## config.mk

```make
export PLATFORM = sky130hd
export DESIGN_NAME = memory_arbiter
export DESIGN_NICKNAME = d
export VERILOG_FILES = /design/src/rtl/memory_arbiter.sv
export SDC_FILE = /design/constraint.sdc
export NUM_CORES = 1
export LEC_CHECK = 0
export CORE_MARGIN = 2
export CORE_UTILIZATION = 48
export DETAILED_ROUTE_END_ITERATION = 8
export HOLD_SLACK_MARGIN = 0.06
export PLACE_DENSITY_LB_ADDON = 0.2
export SYNTH_ARGS = -nofsm -noshare
export SYNTH_HDL_FRONTEND = slang
export SYNTH_SLANG_ARGS = --single-unit
```

## constraint.sdc

```tcl
create_clock -name clk -period 4.2 [get_ports clk]
set_clock_uncertainty 0.15 [all_clocks]
set_input_delay 0.84 -clock clk [delete_from_list [all_inputs] [get_ports clk]]
set_output_delay 0.84 -clock clk [all_outputs]
set_load 0.01 [all_outputs]
```

## src/rtl/memory_arbiter.sv

```systemverilog
`default_nettype none
// ============================================================================
//  Module      : memory_arbiter
//  Description : Arbitrates between an instruction-fetch requester and a
//                load/store requester for access to a program RAM and a
//                variable RAM. One transaction at a time.
//                FSM: IDLE -> ACCESS -> [WAIT] -> RESP -> IDLE.
//                Round-robin arbitration when both requesters ask at once.
//  Ports       : clk, rst_n (sync, active-low)
//                fetch_req/fetch_address -> fetch_ack/fetch_data
//                ls_req/ls_op/ls_address/ls_wdata/program_counter
//                    -> ls_ack/ls_rdata/ls_error
//                p_ram_* / v_ram_* : single-port RAM interfaces
//                                    (rw 1 = write, 0 = read)
//                busy              : high whenever the FSM is not IDLE
//  Revision    : 1.0 - initial release
// ============================================================================
module memory_arbiter #(
    parameter int ADDRESS_WIDTH = 16,
    parameter int DATA_WIDTH    = 16,
    parameter int RAM_LATENCY   = 1
) (
    input  logic                     clk,
    input  logic                     rst_n,
    input  logic                     fetch_req,
    input  logic [ADDRESS_WIDTH-1:0] fetch_address,
    output logic                     fetch_ack,
    output logic [DATA_WIDTH-1:0]    fetch_data,
    input  logic                     ls_req,
    input  logic [2:0]               ls_op,
    input  logic [ADDRESS_WIDTH-1:0] ls_address,
    input  logic [DATA_WIDTH-1:0]    ls_wdata,
    input  logic [ADDRESS_WIDTH-1:0] program_counter,
    output logic                     ls_ack,
    output logic [DATA_WIDTH-1:0]    ls_rdata,
    output logic                     ls_error,
    output logic                     p_ram_en,
    output logic                     p_ram_rw,
    output logic [ADDRESS_WIDTH-1:0] p_ram_address,
    output logic [DATA_WIDTH-1:0]    p_ram_wdata,
    input  logic [DATA_WIDTH-1:0]    p_ram_rdata,
    output logic                     v_ram_en,
    output logic                     v_ram_rw,
    output logic [ADDRESS_WIDTH-1:0] v_ram_address,
    output logic [DATA_WIDTH-1:0]    v_ram_wdata,
    input  logic [DATA_WIDTH-1:0]    v_ram_rdata,
    output logic                     busy
);

    localparam logic [1:0] S_IDLE   = 2'd0;
    localparam logic [1:0] S_ACCESS = 2'd1;
    localparam logic [1:0] S_WAIT   = 2'd2;
    localparam logic [1:0] S_RESP   = 2'd3;

    localparam logic [2:0] c_op_load   = 3'd1;
    localparam logic [2:0] c_op_store  = 3'd2;
    localparam logic [2:0] c_op_loadv  = 3'd3;
    localparam logic [2:0] c_op_storev = 3'd4;
    localparam logic [2:0] c_op_peek   = 3'd5;

    localparam logic [3:0]               c_wait_init = 4'(RAM_LATENCY - 1);
    localparam logic [ADDRESS_WIDTH-1:0] c_addr_one  = {{(ADDRESS_WIDTH-1){1'b0}}, 1'b1};

    logic [1:0]               r_state;
    logic                     r_last_grant;   // 1 = last grant went to load/store
    logic                     r_grant_ls;
    logic                     r_write;
    logic                     r_vram;
    logic [3:0]               r_wait_cnt;
    logic                     r_fetch_ack;
    logic [DATA_WIDTH-1:0]    r_fetch_data;
    logic                     r_ls_ack;
    logic [DATA_WIDTH-1:0]    r_ls_rdata;
    logic                     r_ls_error;
    logic                     r_p_en;
    logic                     r_p_rw;
    logic [ADDRESS_WIDTH-1:0] r_p_address;
    logic [DATA_WIDTH-1:0]    r_p_wdata;
    logic                     r_v_en;
    logic                     r_v_rw;
    logic [ADDRESS_WIDTH-1:0] r_v_address;
    logic [DATA_WIDTH-1:0]    r_v_wdata;

    // On a tie, load/store wins unless it was the last one served.
    logic                     w_grant_ls;
    logic                     w_grant_fetch;
    logic                     w_ls_valid;
    logic                     w_ls_write;
    logic                     w_ls_vram;
    logic [ADDRESS_WIDTH-1:0] w_ls_addr;

    assign w_grant_ls    = ls_req && (!fetch_req || !r_last_grant);
    assign w_grant_fetch = fetch_req && !w_grant_ls;
    assign w_ls_valid    = (ls_op >= c_op_load) && (ls_op <= c_op_peek);
    assign w_ls_write    = (ls_op == c_op_store) || (ls_op == c_op_storev);
    assign w_ls_vram     = (ls_op == c_op_loadv) || (ls_op == c_op_storev);
    // PEEK reads the word after the PC; the add wraps naturally at the width.
    assign w_ls_addr     = (ls_op == c_op_peek) ? (program_counter + c_addr_one) : ls_address;

    always_ff @(posedge clk) begin
        if (!rst_n) begin
            r_state      <= S_IDLE;
            r_last_grant <= 1'b0;
            r_grant_ls   <= 1'b0;
            r_write      <= 1'b0;
            r_vram       <= 1'b0;
            r_wait_cnt   <= 4'd0;
            r_fetch_ack  <= 1'b0;
            r_fetch_data <= '0;
            r_ls_ack     <= 1'b0;
            r_ls_rdata   <= '0;
            r_ls_error   <= 1'b0;
            r_p_en       <= 1'b0;
            r_p_rw       <= 1'b0;
            r_p_address  <= '0;
            r_p_wdata    <= '0;
            r_v_en       <= 1'b0;
            r_v_rw       <= 1'b0;
            r_v_address  <= '0;
            r_v_wdata    <= '0;
        end else begin
            case (r_state)
                S_IDLE: begin
                    if (w_grant_ls || w_grant_fetch) begin
                        r_grant_ls   <= w_grant_ls;
                        r_last_grant <= w_grant_ls;
                        if (w_grant_ls && !w_ls_valid) begin
                            // Invalid op: answer straight away, no RAM touched.
                            r_state    <= S_RESP;
                            r_ls_ack   <= 1'b1;
                            r_ls_error <= 1'b1;
                            r_ls_rdata <= '0;
                        end else begin
                            // RAM strobes are registered here so they are
                            // high for exactly the ACCESS cycle.
                            r_state <= S_ACCESS;
                            if (w_grant_ls) begin
                                r_write <= w_ls_write;
                                r_vram  <= w_ls_vram;
                                if (w_ls_vram) begin
                                    r_v_en      <= 1'b1;
                                    r_v_rw      <= w_ls_write;
                                    r_v_address <= w_ls_addr;
                                    r_v_wdata   <= w_ls_write ? ls_wdata : '0;
                                end else begin
                                    r_p_en      <= 1'b1;
                                    r_p_rw      <= w_ls_write;
                                    r_p_address <= w_ls_addr;
                                    r_p_wdata   <= w_ls_write ? ls_wdata : '0;
                                end
                            end else begin
                                r_write     <= 1'b0;
                                r_vram      <= 1'b0;
                                r_p_en      <= 1'b1;
                                r_p_rw      <= 1'b0;
                                r_p_address <= fetch_address;
                                r_p_wdata   <= '0;
                            end
                        end
                    end
                end
                S_ACCESS: begin
                    r_p_en      <= 1'b0;
                    r_p_rw      <= 1'b0;
                    r_p_address <= '0;
                    r_p_wdata   <= '0;
                    r_v_en      <= 1'b0;
                    r_v_rw      <= 1'b0;
                    r_v_address <= '0;
                    r_v_wdata   <= '0;
                    if (r_write) begin
                        // Only the load/store side can write.
                        r_state  <= S_RESP;
                        r_ls_ack <= 1'b1;
                    end else begin
                        r_state    <= S_WAIT;
                        r_wait_cnt <= c_wait_init;
                    end
                end
                S_WAIT: begin
                    if (r_wait_cnt == 4'd0) begin
                        r_state <= S_RESP;
                        if (r_grant_ls) begin
                            r_ls_rdata <= r_vram ? v_ram_rdata : p_ram_rdata;
                            r_ls_ack   <= 1'b1;
                        end else begin
                            r_fetch_data <= p_ram_rdata;
                            r_fetch_ack  <= 1'b1;
                        end
                    end else begin
                        r_wait_cnt <= r_wait_cnt - 4'd1;
                    end
                end
                S_RESP: begin
                    r_state     <= S_IDLE;
                    r_fetch_ack <= 1'b0;
                    r_ls_ack    <= 1'b0;
                    r_ls_error  <= 1'b0;
                end
                default: r_state <= S_IDLE;
            endcase
        end
    end

    assign fetch_ack     = r_fetch_ack;
    assign fetch_data    = r_fetch_data;
    assign ls_ack        = r_ls_ack;
    assign ls_rdata      = r_ls_rdata;
    assign ls_error      = r_ls_error;
    assign p_ram_en      = r_p_en;
    assign p_ram_rw      = r_p_rw;
    assign p_ram_address = r_p_address;
    assign p_ram_wdata   = r_p_wdata;
    assign v_ram_en      = r_v_en;
    assign v_ram_rw      = r_v_rw;
    assign v_ram_address = r_v_address;
    assign v_ram_wdata   = r_v_wdata;
    assign busy          = (r_state != S_IDLE);

endmodule
`default_nettype wire

```

==> results list <==
- Summing all non-filler instances in the final layout gives an area of 7483 um^2.
- For this run the aggregate overflow at the end of global routing stands at 0.
* Final setup viols: 0
* Critical path capture point type: flip-flop
- Share of the clock period used by the worst path: 76.34%
- The clock tree synthesis step divided the H-tree into 3 levels.
- Fill cell count: 879
* Longest Clk Path Bufs: 2
* Peak ir drop on the vdd network: 0.2983 mV
* Layout overhead on the synthesized area: 40.73%
- For the worst-skew pair, the clock arrives at the later sink with an insertion delay of 360 ps.
* Number of buffer cells added on primary ports: 206
- Synth Area in Simple Gates: 22.33%
* Height of the die: 109.3 um
* Final net count: 913
- The number of global-route vias before repair is 5010.
- The library cells used most frequently in the layout, excluding fill and tap cells, are sky130_fd_sc_hd__clkdlybuf4s50_1, sky130_fd_sc_hd__nand2_1, sky130_fd_sc_hd__dfxtp_1.
- Site row count: 38
- The share of synthesized area in the top cell type comes to 42.16%.
* Die area: 11940 um^2
- Counting every net in the synthesized netlist gives 731.
* Arrival time worst endpoint: 3360 ps
- DIE WIDTH: 109.3 um
- Adder and majority gate portion of the synthesized area: 1.647%
- Routability-driven placement finished with a final weighted congestion of 0.9531.
- Count of yosys warnings during synthesis: 0
* Maximum number of pins on one net before global-route repair: 57
- The number of gates resized after CTS was 0.
- In this run the power density over the cells is 460.0 nW/um^2.
- Launching element type of the critical path: input pin
- At the pin with the least slew margin, the transition time is 1099 ps.
- Leak: 2.538 nW
* Wire length of the first global-routing pass: 25.03 mm
- Of the cells placed in the final design, the portion with a size suffix greater than 1 is 7.816%.
- 207 I/O pins were placed.
- STA puts the critical path data required time at 4350 ps.
- TritonCTS Buffers: 9
- The tool flagged a number of max-cap violations equal to 0.
- Hold-fix buffer count after cts: 0
- The cell area that synthesis handed to floorplanning was 5318 um^2.
* Cells after synthesis: 621
- Most common library cell in the layout ignoring fill and taps: sky130_fd_sc_hd__clkdlybuf4s50_1
* Final critical path time including I/O delays and setup: 3206 ps
* Area of the core: 10840 um^2
- DRT iter0 DRCs: 379
* Detailed-route vias per instance: 5.606
* Unrepaired setup endpoints after global routing: false
- In this run the tightest slew margin relative to its limit is 26.68%.
- Clock tree from TritonCTS: built
* Synthesis-stage register bit count: 112
- The most used flip-flop cell after synthesis is sky130_fd_sc_hd__dfxtp_1.
- Distinct cell type count of the synthesized netlist: 66
- Top cell type by total area after synthesis: sky130_fd_sc_hd__dfxtp_1
* DRT antenna net count: 0
- The final max-slew violation count is 0.
* DRC violations left: 0
* Antenna violations before repair: 0
- The final number of hold-violating endpoints is 0.
- Xor/xnor share of the synthesized area: 2.471%
* Half-perimeter wire length after detailed placement: 11.95 mm
* Max Clk Rate: 311.9 MHz
- Sequential element share of the synthesized area: 42.16%
- CTS saw 112 sinks.
* DP Area: 7291 um^2
* Number of diodes: 0
- Routed len/inst: 17.07 um
* Root cell of the clock tree: sky130_fd_sc_hd__clkbuf_8
- Fraction of synthesized area in multiplexers: 4.824%
- WS Path Type: input pin to flip-flop
- Synth async-reset ratio: 0%
* Initial core utilization: 49.05%
* Detailed-route wire length: 16.15 mm
- Status: complete, no violations
- Tightest Hold Check Type: flip-flop to flip-flop
- Via total after detailed routing: 5303
* Main area contributors after synthesis: sky130_fd_sc_hd__dfxtp_1, sky130_fd_sc_hd__nand2_1, sky130_fd_sc_hd__a21oi_1
- Total setup buffers inserted after CTS: 0
* Syn Area/Cell: 8.563 um^2
* Maximum fanout encountered on the critical timing path: 26
* Clock transition time at the flip-flop clock pins of the worst setup and hold paths: 100 ps
- DR pass1 iterations: 5
- Counting flops with a built-in enable in the synthesized netlist gives 0.
- After synthesis, the largest family of logic cells by area is simple AND/OR/NAND/NOR gates.
- Overall global routing resource usage: 26.56%
- Final TNS setup: 0 ps
* Synthesized-area fraction occupied by ao, oa, aoi and oai cells: 20.19%
[cell usage after synthesis (4+ instances only)]
library cell / number
sky130_fd_sc_hd__o21ai_0: 14
sky130_fd_sc_hd__a22o_1: 4
sky130_fd_sc_hd__nand3_1: 61
sky130_fd_sc_hd__clkbuf_8: 5
sky130_fd_sc_hd__xor2_1: 12
sky130_fd_sc_hd__nor3_1: 8
sky130_fd_sc_hd__buf_6: 6
sky130_fd_sc_hd__clkbuf_1: 14
sky130_fd_sc_hd__mux2_2: 21
sky130_fd_sc_hd__a21oi_1: 84
sky130_fd_sc_hd__or3_1: 6
sky130_fd_sc_hd__nand2_1: 113
sky130_fd_sc_hd__o2bb2ai_1: 6
sky130_fd_sc_hd__a222oi_1: 4
sky130_fd_sc_hd__dfxtp_1: 112
sky130_fd_sc_hd__o21ai_1: 6
sky130_fd_sc_hd__ha_1: 7
sky130_fd_sc_hd__a22oi_1: 12
sky130_fd_sc_hd__buf_4: 9
sky130_fd_sc_hd__nor2_1: 38
sky130_fd_sc_hd__inv_1: 8
sky130_fd_sc_hd__buf_2: 5
[final cells by class]
cell class	instances	area (um^2)	share of cell area, %
Inverter	10	37.54	0.5016
Timing Repair Buffer	211	2100	28.06
Clock buffer	10	137.6	1.839
Sequential cell	112	2242	29.96
Multi-Input combinational cell	459	2736	36.57
Clock inverter	4	55.05	0.7357
Tap cell	140	175.2	2.341
[layer usage]
layer | global-route usage [%] | share of wire, % | vias up
met4 | 11.75 | 3.2 | 0
li1 | - | - | 2552
met3 | 3.288 | 5.9 | 41
met2 | 43.70 | 48 | 230
met5 | 0 | 0 | -
met1 | 34.92 | 43 | 2480
[logic make-up (layout without fill, tap and decap cells)]
logic type      count (synthesis)  after routing
compound gates                160            160
xor+xnor                       15             15
fa+ha+maj                       7              7
buf+inv                        50            235
flops                         112            112
mux                            23             23
simple gates                  254            254
[state kept, by name, indices dropped and copies added, names as in the netlist, 2 cells and up]
signal         cells
fetch_data        16
ls_rdata          16
p_ram_address     16
p_ram_wdata       16
v_ram_address     16
v_ram_wdata       16
r_wait_cnt         4
r_state            2
[per-stage QoR]
step	hold slack, ps	setup slack [ps]	total power, mW	util, %	cells
2_1_floorplan	323.4	1938	2.320	-	621
3_3_place_gp	287.3	762.5	2.759	67.26	932
3_5_place_dp	292.3	627.3	2.803	67.26	932
4_1_cts	305.5	1029	3.444	69.03	946
5_1_grt	327.9	829.4	3.633	69.03	946
6_report	305.0	993.5	3.443	69.03	946
[where the power goes]
group          switching, mW  total [mW]  internal [mW]
clock network          0.361       0.650          0.289
logic                  0.872        1.48          0.613
registers             0.0969        1.31           1.21
total                   1.33        3.44           2.11
[critical path: stages]
cell and delay [ps]:
sky130_fd_sc_hd__clkdlybuf4s50_1 570, sky130_fd_sc_hd__a21boi_2 630, sky130_fd_sc_hd__o22ai_2 300, sky130_fd_sc_hd__a31oi_4 670, sky130_fd_sc_hd__a22oi_1 210, sky130_fd_sc_hd__nor2_1 130
[final timing paths]
path / slack, ps / cells after the start / startpoint / to
hold / removal: 310 / 2 / ls_rdata[0] / ls_rdata[0]
setup reg to reg: 1440 / 7 / r_state[0] / ls_rdata[8]
setup / recovery: 990 / 6 / ls_req / p_ram_address[2]
hold reg to reg: 310 / 2 / ls_rdata[0] / ls_rdata[0]
Power figures use the tool's default switching activity.
==> variant, RTL diff (same settings) <==
Register the output `ls_error` once more, without a reset; this adds one clock of latency there. The other outputs are not delayed to match.
--- a/src/rtl/memory_arbiter.sv
+++ b/src/rtl/memory_arbiter.sv
@@ -207,5 +207,7 @@
     assign ls_ack        = r_ls_ack;
     assign ls_rdata      = r_ls_rdata;
-    assign ls_error      = r_ls_error;
+    always_ff @(posedge clk) begin
+        ls_error <= r_ls_error;
+    end
     assign p_ram_en      = r_p_en;
     assign p_ram_rw      = r_p_rw;
Formal check against the unedited RTL: not equivalent (a bounded check fails within 4 cycles, from zero or initial values and one cycle with rst_n low).
==> variant against the original RTL <==
Final area is 9.1% higher. Via count is 1.1% higher. Power is 22% higher. Sequential cell count is 1 higher. Synthesized area is 3.0% higher. Wire length is 0.25% lower. Synthesized cell count is 0.64% higher. Setup slack better by 0.16 ns.
==> variant: results (changes against the original RTL) <==
** Logic synthesis
- The parity-gate share of the synthesized area counting xor and xnor cells was 1.759% (was 2.471%).
- The number of distinct library cells after synthesis came to 63 (was 66).
- List of most frequent post-synthesis cells :: 116 x nand2_1, 113 x dfxtp_1, 57 x mux2i_1, 39 x nand3_1, 29 x inv_1 (was 113 x nand2_1, 112 x dfxtp_1, 84 x a21oi_1, 61 x nand3_1, 38 x nor2_1)
- The adder and majority gate portion of the synthesized area is 1.599% (was 1.647%).
- Seq/Total Area, Yosys :: 41.30% (was 42.16%)
- The area fraction of the dominant cell type after synthesis is 41.30% (was 42.16%).
- Dominant cells by area after synthesis :: dfxtp_1 41%, mux2i_1 10%, nand2_1 7.9% (was dfxtp_1 42%, nand2_1 8.0%, a21oi_1 7.9%)
- Multiplexer share of the synthesized area :: 13.70% (was 4.824%)

** Critical path
- Slowest cell on the critical path :: clkdlybuf4s50_1 (was a31oi_4)
- Kind of cell with the highest combined delay on the critical path :: buffers and inverters (was compound AO/OA/AOI/OAI gates)
- The longest individual stage delay on the worst path was 0.55 ns (was 0.67 ns).

** Placement
- The pre-CTS worst setup slack is 0.8372 ns (was 0.6273 ns).

** STA
- The worst-case headroom to the max-slew limit is 24.91% (was 26.68%).

** Global route
- The fraction of met3 tracks used by global routing was 9.404% (was 3.288%).
- First-pass GRT wire length :: 25670 um (was 25030 um)

** Routing
- Starting DRT DRC Count :: 382 (was 379)
- Met3 wire len :: 1485 um (was 961 um)
- WL/cell :: 16.68 um (was 17.07 um)

** Pwr
- The largest vdd supply drop is 309.2 uV (was 298.3 uV).

** Layout
- The final standard cell count with taps included and fillers excluded was 966 (was 946).
- Layout Nets :: 921 (was 913)
- The proportion of layout cells with a drive suffix above 1 is 7.412% (was 7.816%).
- Fillers :: 871 (was 879)

** Clock network
- The number of H-tree levels is 4 (was 3).
- The clock transition at the register clock pins on the worst setup and hold paths after CTS came to 0.05 ns (was 0.10 ns).

** Run status
- Run status: completed (unchanged).
[variant: cell count changes after synthesis, moves of 11 or more]
cell / change
mux2i_1: +55
nand3_1: -22
inv_1: +21
a21oi_1: -61
nor2_1: -11
xor2_1: -11
[variant: cell type report]
type | count | area [um2] | share of cell area [%]
timing repair buffer | 210 | 2087 | 25.56
sequential | 113 | 2262 | 27.70
clock inverter | 10 | 182.7 | 2.237
clock buffer | 21 | 460.4 | 5.638
inverter | 29 | 108.9 | 1.333
tap | 143 | 178.9 | 2.191
multi-input combinational | 440 | 2887 | 35.35
[variant: worst paths after layout]
path                            slack [ns]              end  cells after the start       start
worst max-delay path                  1.15             busy                      4  r_state[0]
worst max register to register        1.49  p_ram_wdata[15]                      6  r_state[0]
worst min-delay path                  0.21         ls_error                      0  r_ls_error
worst min register to register        0.21         ls_error                      0  r_ls_error
